$ cat src/rtl/fltadd_seq.sv
// Multi-cycle floating-point add/subtract with round-to-nearest-even.
// Alignment and normalisation shift one bit per cycle; start/busy/done handshake.
module fltadd_seq #(
    parameter  int unsigned EXP_W = 5,
    parameter  int unsigned MAN_W = 10,
    localparam int unsigned W     = 1 + EXP_W + MAN_W
) (
    input  logic         clk,
    input  logic         reset,
    input  logic         start,
    input  logic         op,
    input  logic [W-1:0] a,
    input  logic [W-1:0] b,
    output logic         busy,
    output logic         done,
    output logic [W-1:0] result,
    output logic         ovf,
    output logic         uf
);

    localparam int unsigned MW      = MAN_W + 1;        // mantissa incl. hidden bit
    localparam int unsigned SW      = MW + 3;           // plus guard, round, sticky
    localparam int unsigned AW      = SW + 1;           // plus carry
    localparam int unsigned XW      = EXP_W + 2;        // signed exponent with headroom
    localparam int unsigned KMAX    = MAN_W + 3;
    localparam int unsigned CW      = $clog2(KMAX + 1);
    localparam int unsigned EXP_MAX = (1 << EXP_W) - 1;

    typedef enum logic [2:0] {
        S_IDLE,
        S_ALIGN,
        S_ADD,
        S_NORM,
        S_ROUND
    } state_t;

    state_t                state_q, state_d;
    logic [CW-1:0]         cnt_q, cnt_d;
    logic signed [XW-1:0]  exp_q, exp_d;
    logic                  sign_q, sign_d;
    logic                  sub_q, sub_d;
    logic [MW-1:0]         big_q, big_d;
    logic [SW-1:0]         small_q, small_d;
    logic [AW-1:0]         acc_q, acc_d;
    logic [W-1:0]          result_q, result_d;
    logic                  ovf_q, ovf_d;
    logic                  uf_q, uf_d;
    logic                  busy_q, busy_d;
    logic                  done_q, done_d;

    // Operand decode and magnitude ordering for the accept cycle
    logic [EXP_W-1:0] ea_c, eb_c, d_c;
    logic [MW-1:0]    ma_c, mb_c;
    logic             sb_eff_c, a_big_c;
    logic [CW-1:0]    k_c;

    assign ea_c     = a[W-2 -: EXP_W];
    assign eb_c     = b[W-2 -: EXP_W];
    assign ma_c     = (ea_c != '0) ? {1'b1, a[MAN_W-1:0]} : '0;
    assign mb_c     = (eb_c != '0) ? {1'b1, b[MAN_W-1:0]} : '0;
    assign sb_eff_c = b[W-1] ^ op;
    assign a_big_c  = {ea_c, ma_c} >= {eb_c, mb_c};
    assign d_c      = a_big_c ? (ea_c - eb_c) : (eb_c - ea_c);
    assign k_c      = (32'(d_c) > KMAX) ? CW'(KMAX) : CW'(d_c);

    // Datapath helpers for ADD, NORM and ROUND
    logic [AW-1:0]        sum_c, norm_c;
    logic [MW:0]          rnd_c;
    logic [MW-1:0]        mant_r_c;
    logic signed [XW-1:0] exp_r_c;
    logic                 inc_c, rovf_c, ruf_c, rzero_c;

    assign sum_c = sub_q ? ({1'b0, big_q, 3'b000} - {1'b0, small_q})
                         : ({1'b0, big_q, 3'b000} + {1'b0, small_q});

    assign norm_c = acc_q[AW-1] ? {1'b0, acc_q[AW-1:2], acc_q[1] | acc_q[0]}
                                : {acc_q[AW-2:0], 1'b0};

    assign inc_c    = acc_q[2] & (acc_q[1] | acc_q[0] | acc_q[3]);
    assign rnd_c    = {1'b0, acc_q[AW-2:3]} + (MW+1)'(inc_c);
    assign mant_r_c = rnd_c[MW] ? rnd_c[MW:1] : rnd_c[MW-1:0];
    assign exp_r_c  = rnd_c[MW] ? (exp_q + XW'(1)) : exp_q;
    assign rzero_c  = (mant_r_c == '0);
    assign rovf_c   = exp_r_c > $signed(XW'(EXP_MAX));
    assign ruf_c    = exp_r_c < $signed(XW'(1));

    function automatic logic needs_norm(input logic [AW-1:0] v);
        return v[AW-1] | (~v[AW-2] & (|v));
    endfunction

    always_ff @(posedge clk) begin
        if (reset) begin
            state_q  <= S_IDLE;
            cnt_q    <= '0;
            exp_q    <= '0;
            sign_q   <= 1'b0;
            sub_q    <= 1'b0;
            big_q    <= '0;
            small_q  <= '0;
            acc_q    <= '0;
            result_q <= '0;
            ovf_q    <= 1'b0;
            uf_q     <= 1'b0;
            busy_q   <= 1'b0;
            done_q   <= 1'b0;
        end else begin
            state_q  <= state_d;
            cnt_q    <= cnt_d;
            exp_q    <= exp_d;
            sign_q   <= sign_d;
            sub_q    <= sub_d;
            big_q    <= big_d;
            small_q  <= small_d;
            acc_q    <= acc_d;
            result_q <= result_d;
            ovf_q    <= ovf_d;
            uf_q     <= uf_d;
            busy_q   <= busy_d;
            done_q   <= done_d;
        end
    end

    always_comb begin
        state_d  = state_q;
        cnt_d    = cnt_q;
        exp_d    = exp_q;
        sign_d   = sign_q;
        sub_d    = sub_q;
        big_d    = big_q;
        small_d  = small_q;
        acc_d    = acc_q;
        result_d = result_q;
        ovf_d    = ovf_q;
        uf_d     = uf_q;
        busy_d   = busy_q;
        done_d   = 1'b0;

        case (state_q)
            S_IDLE: begin
                if (start) begin
                    big_d   = a_big_c ? ma_c : mb_c;
                    small_d = {(a_big_c ? mb_c : ma_c), 3'b000};
                    exp_d   = XW'(a_big_c ? ea_c : eb_c);
                    sign_d  = a_big_c ? a[W-1] : sb_eff_c;
                    sub_d   = a[W-1] ^ sb_eff_c;
                    cnt_d   = k_c;
                    busy_d  = 1'b1;
                    state_d = (d_c == '0) ? S_ADD : S_ALIGN;
                end
            end
            S_ALIGN: begin
                // Bits falling off the bottom collapse into sticky
                small_d = {1'b0, small_q[SW-1:2], small_q[1] | small_q[0]};
                cnt_d   = cnt_q - CW'(1);
                if (cnt_q == CW'(1)) state_d = S_ADD;
            end
            S_ADD: begin
                acc_d = sum_c;
                if (sum_c == '0) sign_d = 1'b0;
                state_d = needs_norm(sum_c) ? S_NORM : S_ROUND;
            end
            S_NORM: begin
                acc_d   = norm_c;
                exp_d   = acc_q[AW-1] ? (exp_q + XW'(1)) : (exp_q - XW'(1));
                state_d = needs_norm(norm_c) ? S_NORM : S_ROUND;
            end
            S_ROUND: begin
                if (rzero_c) begin
                    result_d = '0;
                    ovf_d    = 1'b0;
                    uf_d     = 1'b0;
                end else if (rovf_c) begin
                    result_d = {sign_q, {(W-1){1'b1}}};
                    ovf_d    = 1'b1;
                    uf_d     = 1'b0;
                end else if (ruf_c) begin
                    result_d = {sign_q, {(W-1){1'b0}}};
                    ovf_d    = 1'b0;
                    uf_d     = 1'b1;
                end else begin
                    result_d = {sign_q, exp_r_c[EXP_W-1:0], mant_r_c[MAN_W-1:0]};
                    ovf_d    = 1'b0;
                    uf_d     = 1'b0;
                end
                done_d  = 1'b1;
                busy_d  = 1'b0;
                state_d = S_IDLE;
            end
            default: state_d = S_IDLE;
        endcase
    end

    assign busy   = busy_q;
    assign done   = done_q;
    assign result = result_q;
    assign ovf    = ovf_q;
    assign uf     = uf_q;

endmodule

$ cat config.mk
export PLATFORM = sky130hd
export DESIGN_NAME = fltadd_seq
export DESIGN_NICKNAME = d
export VERILOG_FILES = /design/src/rtl/fltadd_seq.sv
export SDC_FILE = /design/constraint.sdc
export NUM_CORES = 1
export LEC_CHECK = 0
export CAP_MARGIN = 20
export CORE_MARGIN = 2
export CORE_UTILIZATION = 45
export DETAILED_ROUTE_END_ITERATION = 7
export PLACE_DENSITY = 0.72
export SKIP_CTS_REPAIR_TIMING = 1
export SKIP_LAST_GASP = 1
export SYNTH_ARGS = -nofsm -noshare
export SYNTH_HDL_FRONTEND = slang
export SYNTH_SLANG_ARGS = --single-unit
$ cat constraint.sdc
create_clock -name clk -period 4.25 [get_ports clk]
set_input_delay 0.85 -clock clk [delete_from_list [all_inputs] [get_ports clk]]
set_output_delay 0.85 -clock clk [all_outputs]
set_load 0.005 [all_outputs]
* Word-level counts from Yosys, hierarchy flattened *
Cells that the tools add are included.

storage, ports and cells
  register bits after elaboration = 76
  input bits = 36
  output and inout bits = 20
  logic and storage cells = 104

operators by class
  $add $sub $neg = 8
  $lt $le $gt $ge = 4
  equality and inequality tests = 8
  multiplexer cells = 40
  bitwise gates (word level) = 12
  reductions and logical operators = 19

operators with widths
  kind                                            count
  15-bit 2-to-1 mux                               4
  11-bit 2-to-1 mux                               5
  15-bit case mux with 2 select lines             1
  15-bit OR reduction                             2
  14-bit case mux with 2 select lines             1
  7-bit 2-to-1 mux                                3
  16-bit >= comparator                            1
  16-bit 2-to-1 mux                               1
  14-bit by 14-bit adder with 15-bit output       1
  15-bit logical NOT                              1
  14-bit by 14-bit subtractor with 15-bit output  1
  14-bit 2-to-1 mux                               1
  7-bit case mux with 2 select lines              1
  11-bit by 1-bit adder with 12-bit output        1
  3-bit 2-to-1 mux                                4
  3-bit case mux with 4 select lines              1
  11-bit logical NOT                              1
  1-bit 2-to-1 mux                                10
  5-bit 2-to-1 mux                                2
  2-bit AND reduction                             5
  2-bit nonzero test                              5
  5-bit nonzero test                              2
  5-bit subtractor                                2
  4-bit 2-to-1 mux                                2
  other kinds (21)                                33

* Depth between registers and ports, before layout *
Gate-level depths: netlist (run 1).

  depth in word-level cells = 9
  depth in mapped cells = 17
  gate-level depth less buffers = 13

* Worst setup path before layout (run 1) *
OpenSTA, ideal clock, no wires.

  path kind = input to register
  start point = input a[11]
  end point = register state_q[1]
  library setup time = 0.095 ns
  data arrival time = 3.775 ns
  data required time = 4.155 ns
  setup slack = 0.380 ns
  stages = 15
  path buffers = 2
  cells stage by stage = nor4_1 -> nand2_1 -> clkbuf_1 -> nand2_1 -> inv_1 -> ha_1 -> a21o_1 -> a31oi_1 -> a211oi_1 -> o22a_1 -> buf_2 -> mux2i_1 -> xor2_1 -> or4_1 -> a221oi_1

on the way
  longest elaborated chain between the ends = 8
  elaborated cells on any way between the ends = 10
  those cells by class = add/sub (2); order compare (1); mux (5); reduce/logical (2)

ends and longest elaborated chain
  item                                  line  source
  start, declared                       12    input logic [W-1:0] a,
  5-bit nonzero test                    59    assign ma_c = (ea_c != '0) ? {1'b1, a[MAN_W-1:0]} : '0;
  11-bit 2-to-1 mux                     59
  16-bit >= comparator                  62    assign a_big_c = {ea_c, ma_c} >= {eb_c, mb_c};
  5-bit 2-to-1 mux *                    63    assign d_c = a_big_c ? (ea_c - eb_c) : (eb_c - ea_c);
  5-bit logical NOT *                   148   state_d = (d_c == '0) ? S_ADD : S_ALIGN;
  2-bit 2-to-1 mux *                    148
  3-bit 2-to-1 mux *                    140   if (start) begin
  3-bit case mux with 4 select lines *  138   case (state_q)
  end signal, assigned                  107   state_q <= state_d;
  end, declared                         37    state_t state_q, state_d;

Mark *: on every way between the ends. The rest lies on a longest branch, timed or not. The select of a mux whose other input is x is not followed.
A chain may end at the register's enable or synchronous reset.

* Worst setup path in the final report (run 1) *
Same ends and word-level chain as after synthesis.

==> results of run 1 <==
[cell usage after synthesis, types with 6 or more instances]
cell	count	area, sq um
o31ai_1	7	52.55
buf_2	6	30.03
a311oi_1	6	52.55
and4_1	6	52.55
o211ai_1	12	90.09
a221oi_1	6	52.55
and3_1	9	56.30
xor2_1	9	78.83
nand3_1	28	140.1
o21a_1	6	45.04
nor3_1	23	115.1
a211oi_1	18	135.1
nand4_1	7	43.79
o21ai_0	37	185.2
nor2_1	86	322.8
xnor2_1	14	122.6
a21o_1	9	67.56
o22ai_1	7	43.79
mux2i_1	26	260.3
and2_1	7	43.79
nand2_1	94	352.8
nand2b_1	11	68.82
nor2b_1	7	43.79
a22oi_1	17	127.6
clkbuf_1	54	202.7
a21oi_1	80	400.4
a31oi_1	13	81.33
or3_1	7	43.79
inv_1	57	214.0
dfxtp_1	76	1521
ha_1	49	613.1
[power by group through the flow]
stage / Clock [mW] / Sequential, mW / Combinational, mW
2_1_floorplan: 0 / 0.941 / 1.50
3_3_place_gp: 0 / 1.03 / 1.86
3_5_place_dp: 0 / 1.03 / 1.87
4_1_cts: 0.781 / 1.01 / 1.89
5_1_grt: 0.806 / 1.04 / 2.14
6_report: 0.771 / 1.02 / 1.92
[cells by family (layout without fill, tap and decap cells)]
group / after synthesis / in the layout / synth area share
multiplexers: 29 / 29 / 0.04577
AND/OR/NAND/NOR: 309 / 309 / 0.2302
AO/OA/AOI/OAI: 266 / 266 / 0.2756
adder cells (fa/ha/maj): 52 / 52 / 0.1048
buffers and inverters: 125 / 159 / 0.07538
flip-flops: 76 / 76 / 0.2369
XOR/XNOR: 23 / 23 / 0.03136
[worst max-delay path by stage]
stage | endpoint | slack [ps] | cells past startpoint
after global placement | state_q[1]$_SDFFE_PP0P_ | -90 | 15
after floorplan | state_q[1]$_SDFFE_PP0P_ | 380 | 15
after detailed placement | state_q[1]$_SDFFE_PP0P_ | -170 | 16
after global routing | state_q[1]$_SDFFE_PP0P_ | -7 | 16
after CTS | state_q[1]$_SDFFE_PP0P_ | 190 | 16
final | state_q[1]$_SDFFE_PP0P_ | 220 | 16
[worst min-delay path, cell delays in order (launching register included)]
cell and delay (ps):
dfxtp_1 310, nand2_1 50, a21oi_1 50
[state kept, by name, summed over array words and instances (netlist names)]
name / flops
state_q: 3
busy: 1
acc_q: 15
sub_q: 1
ovf: 1
uf: 1
big_q: 11
sign_q: 1
cnt_q: 4
exp_q: 7
done: 1
result: 16
small_q: 14
[stage by stage]
stage	hold slack (ps)	cell area, sq um	cells	TNS [ps]	utilization
after floorplan	448.3	6424	880	0	-
final	452.7	7483	1094	0	0.5370
after global routing	470.7	7483	1094	-6.788	0.5370
after CTS	453.9	7470	1093	0	0.5361
after global placement	444.7	7176	1078	-94.25	0.5150
after detailed placement	445.9	7176	1078	-231.0	0.5150
[metal layers]
layer	vias up	GRT usage
met3	19	0.02214
met4	0	0.07955
met2	210	0.3551
met5	-	0
met1	2950	0.3308
li1	3243	-
[layout make-up]
class	instances	area, sq um	area share
Multi-Input combinational cell	679	4434	0.5925
Sequential cell	76	1521	0.2033
Timing Repair Buffer	86	790.8	0.1057
Clock buffer	12	246.5	0.03294
Tap cell	180	225.2	0.03010
Inverter	58	217.7	0.02909
Clock inverter	3	47.55	0.006353
==> impl_metrics.tcl, run 1 <==
set metrics [dict create \
    drv_cap 0 \
    comb_power_share 0.518 \
    netlist_area_sq_um 6424 \
    diodes 0 \
    cts_tree "yes" \
    critical_path.slowest_cell "clkdlybuf4s50_1" \
    finalPower_mw 3.705 \
    status "finished clean" \
    ys_ff_latch 76 \
    hold_start "uf$_SDFFE_PP0P_" \
    grt_pass1_vias 5755 \
    yosysSeqAreaShare 0.2369 \
    wl_met3_microns 921 \
    cts.sinks 76 \
    start_util 0.4610 \
    fill_cells 1300 \
    die_h_microns 123.5 \
    holdCritPathClass "flip-flop to flip-flop" \
    ios 56 \
    internal_power_mw 2.077 \
    ys.flop_type "dfxtp_1" \
    drt-met1-wl_microns 8036 \
    pre_cts_slack_ps -168.3 \
    die_w_microns 123.5 \
    core_area_sq_um 13930 \
    clock_skew_ps 7.920 \
    seqPwrFrac 0.274 \
    gp_congestion 0.8590 \
    wire_per_inst_microns 15.42 \
    fin_crit_ps 4026 \
    period_share 0.9472 \
    layout_common_cells "nand2_1, nor2_1, a21oi_1" \
    cp-startpoint "a[11]" \
    start_kind "input port" \
    core.rowCount 43 \
    drtAntennaViolNets 0 \
    hold_viol 0 \
    grt_pass1_wl_microns 28060 \
    dr_total_vias 6422 \
    synth_edf_count 0 \
    power_switching_share 0.4393 \
    switching_power_mw 1.628 \
    setup_ws_ps 224.3 \
    synthArstFlopShare 0 \
    portBuffers 55 \
    wirelength_microns 16870 \
    synth_fp_nets 968 \
    area_growth_pct 16.50 \
    maxSlewViolCount 0 \
    track_usage 0.2292 \
    first_pass_iters 6 \
    gr-total-overflow 0 \
    grt_max_degree 58 \
    peakVddDrop_uv 256.1 \
    dieArea_sq_um 15250 \
    p_leak_nw 2.954 \
    path_class "input port to flip-flop" \
    numCtsBuffers 9 \
    cp.buffers_inverters 4 \
    end_kind "flip-flop" \
    drtIter0Drc 488 \
    relSlewSlack 0.2915 \
    path_cells "clkdlybuf4s50_1 -> nor4_2 -> nand2_1 -> buf_4 -> nand2_1 -> inv_1 -> ha_1 -> a211o_1 -> a31oi_1 -> o31ai_1 -> o22a_2 -> buf_4 -> mux2i_1 -> nand2_1 -> or4_1 -> a221oi_1" \
    path_max_fanout 11 \
    drive_above_1_share 0.06565 \
    nNetsFinal 998 \
    clkTransAtPathRegs_ps 60 \
    insertion_delay_ps 340 \
    p_clk_frac 0.208 \
    crit_top_cell "nand2_1" \
    highest_layer "met4" \
    hold-path-endpoint "uf$_SDFFE_PP0P_" \
    tightest_slew_ps 1063 \
    hpwlAfterDp_microns 12650 \
    synth.distinct_cells 70 \
    cp.required_ps 4500 \
    whs_path_depth 2 \
    viasPerCell 5.870 \
    synth_warnings 0 \
    cts_htree_levels 3 \
    final_common_cell "nand2_1" \
    synth_cells 880 \
    drc_errors 0 \
    reg2reg_slack_ps 780 \
    wl_met2_microns 7634 \
    cts_max_path_buffers 2 \
    worstReg2RegEnd "state_q[0]$_SDFFE_PP0P_" \
    arrival_ps 4280 \
    max_freq_mhz 248.4 \
    slowest_delay_ps 430 \
    antenna_found_initial 0 \
    p_per_area_nw_per_um2 495.1 \
    reg2reg_depth 10 \
    r2r-start "small_q[7]$_SDFFE_PP0P_" \
    avgSynthCellArea_sq_um 7.300 \
    crit_family "compound AO/OA/AOI/OAI gates" \
    cts-root-buf "clkbuf_16" \
    setup_viol 0 \
]
Note: power is estimated with default switching activity, not from simulation.
==> inputs of run 2 (changes only) <==
- CORE_MARGIN: 2 -> 1.5
- clock period: 4.25 -> 4.3 ns (I/O delays scaled with it)
==> run 2 against run 1 <==
Net effect: register-to-register slack better by 70 ps; first-iteration DRC count decreased by 3.1%; power increased by 1.8%; worst setup slack better by 66 ps; combinational power is 3% lower; critical endpoint unchanged; largest cell class unchanged.
==> impl_metrics.tcl, run 2 (synthesis results as in run 1) <==
set metrics [dict create \
    status "finished clean" \
    cts-root-buf "clkbuf_16" \
    setup_viol 0 \
    antenna_found_initial 0 \
    start_kind "input port" \
    tightest_slew_ps 1099 \
    instances_no_fill 1095 \
    period_share 0.9325 \
    cts_htree_levels 3 \
    tns_ps 0 \
    reg2reg_slack_ps 850 \
    diodes 0 \
    track_usage 0.2298 \
    maxSlewViolCount 0 \
    start_util 0.4628 \
    nNetsFinal 999 \
    relSlewSlack 0.2664 \
    arrival_ps 4250 \
    hpwlAfterDp_microns 12710 \
    max_freq_mhz 249.4 \
    viasPerCell 5.889 \
    clkTransAtPathRegs_ps 60 \
    first_pass_iters 6 \
    drc_errors 0 \
    r2r-start "small_q[7]$_SDFFE_PP0P_" \
    finalPower_mw 3.773 \
    end_kind "flip-flop" \
    numCtsBuffers 9 \
    area_growth_pct 17.49 \
    grt_max_degree 52 \
    holdCritPathClass "flip-flop to flip-flop" \
    whs_ps 454.2 \
    rsz0062_at_grt "no" \
    gp_congestion 0.8970 \
    layout_common_cells "nand2_1, nor2_1, a21oi_1" \
    cp.required_ps 4540 \
    cp-startpoint "a[11]" \
    path_max_fanout 7 \
    reg2reg_depth 10 \
    wire_per_inst_microns 15.39 \
    final_common_cell "nand2_1" \
    core.rowCount 43 \
    cts_max_path_buffers 2 \
    utilization 0.5437 \
    drive_above_1_share 0.06885 \
    path_class "input port to flip-flop" \
    drv_cap 0 \
    p_per_area_nw_per_um2 499.9 \
    core_area_sq_um 13880 \
    largest_reg_flops 16 \
    peakVddDrop_uv 226.7 \
    wirelength_microns 16850 \
    grt_pass1_wl_microns 27910 \
    hold_viol 0 \
    insertion_delay_ps 340 \
    die_h_microns 122.5 \
    drtIter0Drc 473 \
    cts.sinks 76 \
    dieArea_sq_um 15000 \
    placed_cells 1079 \
    fin_crit_ps 4010 \
    grt_pass1_vias 5816 \
    dr_total_vias 6448 \
    p_leak_nw 2.988 \
    die_w_microns 122.5 \
    ios 56 \
    cts_tree "yes" \
    portBuffers 55 \
    cp-endpoint "state_q[1]$_SDFFE_PP0P_" \
    gr-total-overflow 0 \
    drtAntennaViolNets 0 \
    worstReg2RegEnd "state_q[0]$_SDFFE_PP0P_" \
    clock_skew_ps 7.925 \
]
==> run 2: final cells by class <==
class                           instances  area, sq um
Multi-Input combinational cell        679         4434
Clock buffer                            9        225.2
Tap cell                              180        225.2
Inverter                               58        217.7
Clock inverter                          6        112.6
Sequential cell                        76         1521
Timing Repair Buffer                   87        810.8
Fill cell                            1362         6334
==> run 2: report_power, final <==
| group | switching [mW] | internal (mW) | leakage, nW |
|---|---|---|---|
| combinational | 1.11 | 0.756 | 2.20 |
| clock | 0.298 | 0.565 | 0.166 |
| sequential | 0.214 | 0.833 | 0.619 |
==> run 2: layer usage <==
metal  vias to the layer above  track usage  wire, microns
met4                         0      0.07776            292
met2                       146       0.3568           7633
met5                         -            0              0
met3                        25      0.02556            647
li1                       3252            -              -
met1                      3025       0.3302           8279
==> run 2: worst min-delay path by stage <==
stage / from / to / slack [ps] / depth (start not counted)
2_1_floorplan: result[2]$_SDFFE_PP0P_ / result[2]$_SDFFE_PP0P_ / 450 / 2
3_3_place_gp: result[2]$_SDFFE_PP0P_ / result[2]$_SDFFE_PP0P_ / 440 / 2
3_5_place_dp: result[2]$_SDFFE_PP0P_ / result[2]$_SDFFE_PP0P_ / 450 / 2
4_1_cts: result[2]$_SDFFE_PP0P_ / result[2]$_SDFFE_PP0P_ / 460 / 2
5_1_grt: result[2]$_SDFFE_PP0P_ / result[2]$_SDFFE_PP0P_ / 470 / 2
6_report: result[2]$_SDFFE_PP0P_ / result[2]$_SDFFE_PP0P_ / 450 / 2
==> run 2: worst max-delay path, cell delays in order <==
cell and delay, ps:
clkdlybuf4s50_1 440, nor4_2 320, nand2_1 80, buf_4 170, nand2_1 80, inv_1 50, ha_1 310, a211o_1 290
a31oi_1 160, o31ai_1 100, o22a_2 280, mux2i_1 220, xor2_1 120, or4_1 540, a221oi_1 240
==> run 2: through the flow <==
stage	area, sq um	setup slack, ps
floorplan	6424	419.7
finish	7547	290.3
global placement	7196	-39.95
detailed placement	7196	-123.4
CTS	7533	224.9
global route	7547	31.75
==> inputs of run 3 (changes only) <==
- SLEW_MARGIN: not set -> 30
==> run 3 against run 2 <==
Net effect: flip-flop and latch count unchanged; first-iteration DRC count increased by 24%; routed wire length increased by 1.5%; largest cell class unchanged; count of clock-buffer cells in the layout unchanged; critical path type unchanged; sequential share of layout area about the same; non-clock buffer count decreased by 1; combinational power about the same.
==> impl_metrics.tcl, run 3 (synthesis results as in run 1) <==
set metrics [dict create \
    die_h_microns 122.5 \
    cts_tree "yes" \
    peakVddDrop_uv 219.3 \
    core_area_sq_um 13880 \
    grt_pass1_vias 5809 \
    setup_viol 0 \
    end_kind "flip-flop" \
    p_per_area_nw_per_um2 501.3 \
    place_area_sq_um 7197 \
    gr-total-overflow 0 \
    wire_per_inst_microns 15.63 \
    max_freq_mhz 249.2 \
    gp_congestion 0.8970 \
    numCtsBuffers 9 \
    first_pass_iters 5 \
    pre_cts_slack_ps -126.3 \
    insertion_delay_ps 350 \
    period_share 0.9331 \
    holdCritPathClass "flip-flop to flip-flop" \
    fin_crit_ps 4012 \
    die_w_microns 122.5 \
    internal_power_mw 2.148 \
    p_leak_nw 2.985 \
    maxSlewViolCount 0 \
    cts.sinks 76 \
    drc_errors 0 \
    diodes 0 \
    arrival_ps 4260 \
    hold_viol 0 \
    core.rowCount 43 \
    clock_skew_ps 10.03 \
    cts_max_path_buffers 2 \
    wirelength_microns 17100 \
    antenna_found_initial 0 \
    layout_common_cells "nand2_1, nor2_1, a21oi_1" \
    power_switching_share 0.4322 \
    rsz0062_at_grt "no" \
    clkTransAtPathRegs_ps 60 \
    instances_no_fill 1094 \
    drtAntennaViolNets 0 \
    p_clk_frac 0.229 \
    start_kind "input port" \
    area_growth_pct 17.47 \
    drtIter0Drc 586 \
    utilization 0.5436 \
    start_util 0.4628 \
    ios 56 \
    comb_power_share 0.493 \
    cts_htree_levels 3 \
    dr_total_vias 6497 \
    setup_ws_ps 287.8 \
    status "finished clean" \
    track_usage 0.2320 \
    reg2reg_depth 10 \
    placed_cells 1079 \
    path_max_fanout 7 \
    hpwlAfterDp_microns 12740 \
    cts-root-buf "clkbuf_16" \
    tightest_slew_ps 914.9 \
    grt_pass1_wl_microns 28060 \
    seqPwrFrac 0.278 \
    whs_path_depth 2 \
    final_common_cell "nand2_1" \
    final_area_sq_um 7546 \
    path_class "input port to flip-flop" \
    portBuffers 55 \
    viasPerCell 5.939 \
    drive_above_1_share 0.07002 \
    dieArea_sq_um 15000 \
    relSlewSlack 0.3892 \
    cp.required_ps 4550 \
    whs_ps 454.2 \
    grt_max_degree 52 \
    switching_power_mw 1.635 \
    nNetsFinal 998 \
    drv_cap 0 \
    largest_reg_flops 16 \
]
==> run 3: changes by cell type in the layout (fill, tap and decap cells not counted), sizes merged <==
cell  delta
buf      -1
==> run 3: area by class of cell <==
| cell class | instances | area [sq um] |
|---|---|---|
| multi-input combinational | 679 | 4437 |
| inverter | 58 | 217.7 |
| clock buffer | 9 | 225.2 |
| tap | 180 | 225.2 |
| clock inverter | 6 | 112.6 |
| timing repair buffer | 86 | 805.8 |
| fill | 1351 | 6335 |
| sequential | 76 | 1523 |
==> run 3: power by group through the flow <==
stage	logic, mW	registers (mW)	clock network [mW]
floorplan	1.48	0.930	0
global placement	1.80	1.05	0
detailed placement	1.82	1.06	0
CTS	1.83	1.04	0.872
global route	2.07	1.07	0.900
finish	1.87	1.05	0.867
==> run 3: routing by layer <==
metal | vias to the layer above | GRT usage | routed length (microns)
met5 | - | 0 | 0
met4 | 0 | 0.07703 | 313
met3 | 26 | 0.02835 | 885
met2 | 186 | 0.3582 | 7687
met1 | 3044 | 0.3338 | 8217
li1 | 3241 | - | -
==> run 3: final timing paths <==
path / startpoint / end / slack, ps
worst max-delay path: a[11] / state_q[1]$_SDFFE_PP0P_ / 290
worst min-delay path: result[2]$_SDFFE_PP0P_ / result[2]$_SDFFE_PP0P_ / 450
worst max register to register: small_q[7]$_SDFFE_PP0P_ / state_q[0]$_SDFFE_PP0P_ / 850
worst min register to register: result[2]$_SDFFE_PP0P_ / result[2]$_SDFFE_PP0P_ / 450
==> run 3: metrics by stage <==
| stage | total power, mW | TNS, ps |
|---|---|---|
| after global placement | 2.854 | -39.95 |
| final | 3.782 | 0 |
| after global routing | 4.040 | 0 |
| after CTS | 3.748 | 0 |
| after floorplan | 2.409 | 0 |
| after detailed placement | 2.872 | -163.2 |
==> run 3: critical path: stages <==
cell	delay [ps]
clkdlybuf4s50_1	440
nor4_2	320
nand2_1	80
buf_4	170
nand2_1	80
inv_1	60
ha_1	310
a211o_1	290
a31oi_1	160
o31ai_1	100
o22a_2	280
mux2i_1	220
xor2_1	120
or4_1	540
a221oi_1	240
==> edit 1: new RTL, settings of run 2 <==
Take the reset off `result_q` and load it in a clocked block of its own.
--- a/src/rtl/fltadd_seq.sv
+++ b/src/rtl/fltadd_seq.sv
@@ -98,7 +98,6 @@
             big_q    <= '0;
             small_q  <= '0;
             acc_q    <= '0;
-            result_q <= '0;
             ovf_q    <= 1'b0;
             uf_q     <= 1'b0;
             busy_q   <= 1'b0;
@@ -112,12 +111,15 @@
             big_q    <= big_d;
             small_q  <= small_d;
             acc_q    <= acc_d;
-            result_q <= result_d;
             ovf_q    <= ovf_d;
             uf_q     <= uf_d;
             busy_q   <= busy_d;
             done_q   <= done_d;
         end
+    end
+
+    always_ff @(posedge clk) begin
+        result_q <= result_d;
     end
 
     always_comb begin
Check against the original RTL: not equivalent (a bounded check fails within 10 cycles, from zero or initial values and one cycle with reset high; the reset may be asserted at any time).
==> edit 1 against run 2 <==
Cell area is 3.8% lower. Worst setup slack improved by 0.034 ns. Power grew 9.9%. Largest power group unchanged. Critical path type unchanged. Clock skew is 0.0026 ns higher. Synthesized cell count decreased by 5.8%. Core utilization about the same. Sequential cell count is the same. Routed wire length shrank 11%. Critical path depth grew 2. Highest routed layer unchanged. Sequential share of layout area increased by 3.0 points. Area after synthesis decreased by 3.5%. Die area is 3.4% lower. Critical endpoint is now state_q[0].
==> edit 1: results (changes against run 2) <==
| Metric | Value |
|---|---|
| Yosys cell types | 62 (was 70) |
| Number of synthesized flops with an enable pin | 16 (was 0) |
| Leak pwr | 2.926 nW (was 2.988 nW) |
| Share of cells above drive strength 1 | 0.06971 (was 0.06885) |
| Avg Cell Area, Syn | 7.477 um2 (was 7.300 um2) |
| Met1 Use GR | 0.3048 (was 0.3302) |
| Post-DP Area | 6942 um2 (was 7196 um2) |
| Post-synthesis xor/xnor area fraction | 0.04380 (was 0.03136) |
| Peak VDD IR | 0.0002468 V (was 0.0002267 V) |
| Post-synthesis compound-gate area fraction | 0.2408 (was 0.2756) |
| Fin nets | 958 (was 999) |
| Syn Nets | 917 (was 968) |
| Pre-antenna DRT Iters | 5 (was 6) |
| Vias in the first global route | 5264 (was 5816) |
| Pre-CTS WS | -0.06927 ns (was -0.1234 ns) |
| Sequential area share after synthesis | 0.2713 (was 0.2369) |
| Actual slew at the worst max-slew pin | 0.8739 ns (was 1.099 ns) |
| Gp weighted congestion | 0.9419 (was 0.8970) |
| Ranking of synthesized cells by area | dfxtp_1, ha_1, edfxtp_1, a21oi_1, nand2_1 (was dfxtp_1, ha_1, a21oi_1, nand2_1, nor2_1) |
| Outcome | completed (unchanged) |
| Vias per cell | 5.624 (was 5.889) |
| First-pass GRT wire length | 25450 um (was 27910 um) |
| Post-synthesis mux area share | 0.03008 (was 0.04577) |
| Most frequent cells after synthesis | nand2_1, nor2_1, a21oi_1 (unchanged) |
| Global Route Usage Sum | 0.2140 (was 0.2298) |
| Largest net degree at the start of global routing | 38 (was 52) |
| DP Cell Count | 1035 (was 1079) |
| Met3 usage | 0.03821 (was 0.02556) |
| Final hold slack | 0.4596 ns (was 0.4542 ns) |
| Drt wl/cell | 14.32 um (was 15.39 um) |
[edit 1: cell count changes in the layout (fill, tap and decap cells not counted), sizes merged, moves of 7 or more]
cell,delta
dfxtp,-16
xor2,+7
nor2,+7
a211oi,+7
nand2b,-7
edfxtp,+16
mux2i,-10
[edit 1: cell type report]
cell class	count	area, um2
fill	1322	6085
multi-input combinational	645	4076
sequential	76	1682
timing repair buffer	85	770.7
clock buffer	9	225.2
tap	176	220.2
inverter	53	198.9
clock inverter	7	90.09
[edit 1: power groups by stage]
stage | clock [mW] | sequential, mW | combinational [mW]
after detailed placement | 0 | 1.15 | 2.18
after global placement | 0 | 1.15 | 2.15
after floorplan | 0 | 1.03 | 1.77
final | 0.809 | 1.14 | 2.20
after CTS | 0.817 | 1.14 | 2.19
after global routing | 0.857 | 1.17 | 2.47
[edit 1: routing by layer]
layer	vias up	share of wire
li1	3039	-
met1	2703	0.48
met2	150	0.45
met3	19	0.050
met4	0	0.013
met5	-	0
==> edit 2: new RTL, flow settings as in run 2 <==
Without the edit above. Change the parameter `EXP_W` from 5 to 6.
--- a/src/rtl/fltadd_seq.sv
+++ b/src/rtl/fltadd_seq.sv
@@ -1,7 +1,7 @@
 // Multi-cycle floating-point add/subtract with round-to-nearest-even.
 // Alignment and normalisation shift one bit per cycle; start/busy/done handshake.
 module fltadd_seq #(
-    parameter  int unsigned EXP_W = 5,
+    parameter  int unsigned EXP_W = 6,
     parameter  int unsigned MAN_W = 10,
     localparam int unsigned W     = 1 + EXP_W + MAN_W
 ) (
Ports: changed (resized a, b and result); port bits go from 56 to 59. No check against the original RTL was run, so the function may have changed too.
==> edit 2 against run 2 <==
Cell area is 3.6% higher. Area after synthesis up 2.9%. Final cell count up 3.9%. Worst setup slack worse by 0.080 ns. Global-route usage fell by 1.1 points. Power decreased by 5.8%. Critical path depth grew 1. Routed wire length decreased by 1.4%. Sequential cell count up 2. Clock skew up 0.0032 ns. Largest power group unchanged.
==> edit 2: results (changes against run 2) <==
| Metric | Value |
|---|---|
| Outcome | completed (unchanged) |
| Pre-antenna DRT Iters | 5 (was 6) |
| Switch share | 0.4293 (was 0.4291) |
| Worst Skew | 0.01114 ns (was 0.007925 ns) |
| Gp weighted congestion | 0.8732 (was 0.8970) |
| Vias per cell | 5.723 (was 5.889) |
| Reg2reg path depth | 11 (was 10) |
| PortBufs | 58 (was 55) |
| WL final | 16620 um (was 16850 um) |
| 1st-iter DRT viols | 530 (was 473) |
| Crit-path max cell delay | 0.46 ns (was 0.54 ns) |
| Largest register FFs | 17 (was 16) |
| Largest net degree at the start of global routing | 77 (was 52) |
| Clock power frac | 0.219 (was 0.229) |
| Global Route Usage Sum | 0.2192 (was 0.2298) |
| Post-DP HPWL | 12390 um (was 12710 um) |
| Peak VDD IR | 0.0002406 V (was 0.0002267 V) |
| Clock net power | 0.777 mW (was 0.863 mW) |
| Fillers | 1386 (was 1362) |
| Sequential area share after synthesis | 0.2363 (was 0.2369) |
| Critical Path AT | 4.36 ns (was 4.25 ns) |
| Leak pwr | 3.102 nW (was 2.988 nW) |
| CP top delay family | simple AND/OR/NAND/NOR gates (was compound AO/OA/AOI/OAI gates) |
| Max Freq | 244.5 MHz (was 249.4 MHz) |
| Share of cells above drive strength 1 | 0.08910 (was 0.06885) |
| Vias in the first global route | 5668 (was 5816) |
==> edit 2: final cells by class <==
type                       instances  area [um2]  area share
clock inverter                     4       55.05    0.007041
tap                              184       230.2     0.02944
clock buffer                      12       246.5     0.03152
multi-input combinational        705        4599      0.5883
inverter                          56       210.2     0.02688
timing repair buffer              99       915.9      0.1171
sequential                        78        1562      0.1997
==> edit 2: worst paths after layout <==
check | start | slack (ns) | to
max | a[14] | 0.21 | state_q[0]
min | result[15] | 0.45 | result[15]
max reg2reg | small_q[4] | 0.99 | state_q[0]
min reg2reg | result[15] | 0.45 | result[15]
==> edit 2: kinds of logic after synthesis <==
family / synth area share
buf+inv: 0.07327
flops: 0.2363
xor+xnor: 0.03578
simple gates: 0.2482
compound gates: 0.2651
fa+ha+maj: 0.1056
mux: 0.03578
==> edit 2: layer usage <==
layer,vias up,track usage,wire [um]
li1,3344,-,-
met5,-,0,0
met3,16,0.02885,602
met1,3008,0.3108,8102
met2,145,0.3479,7697
met4,0,0.06108,221
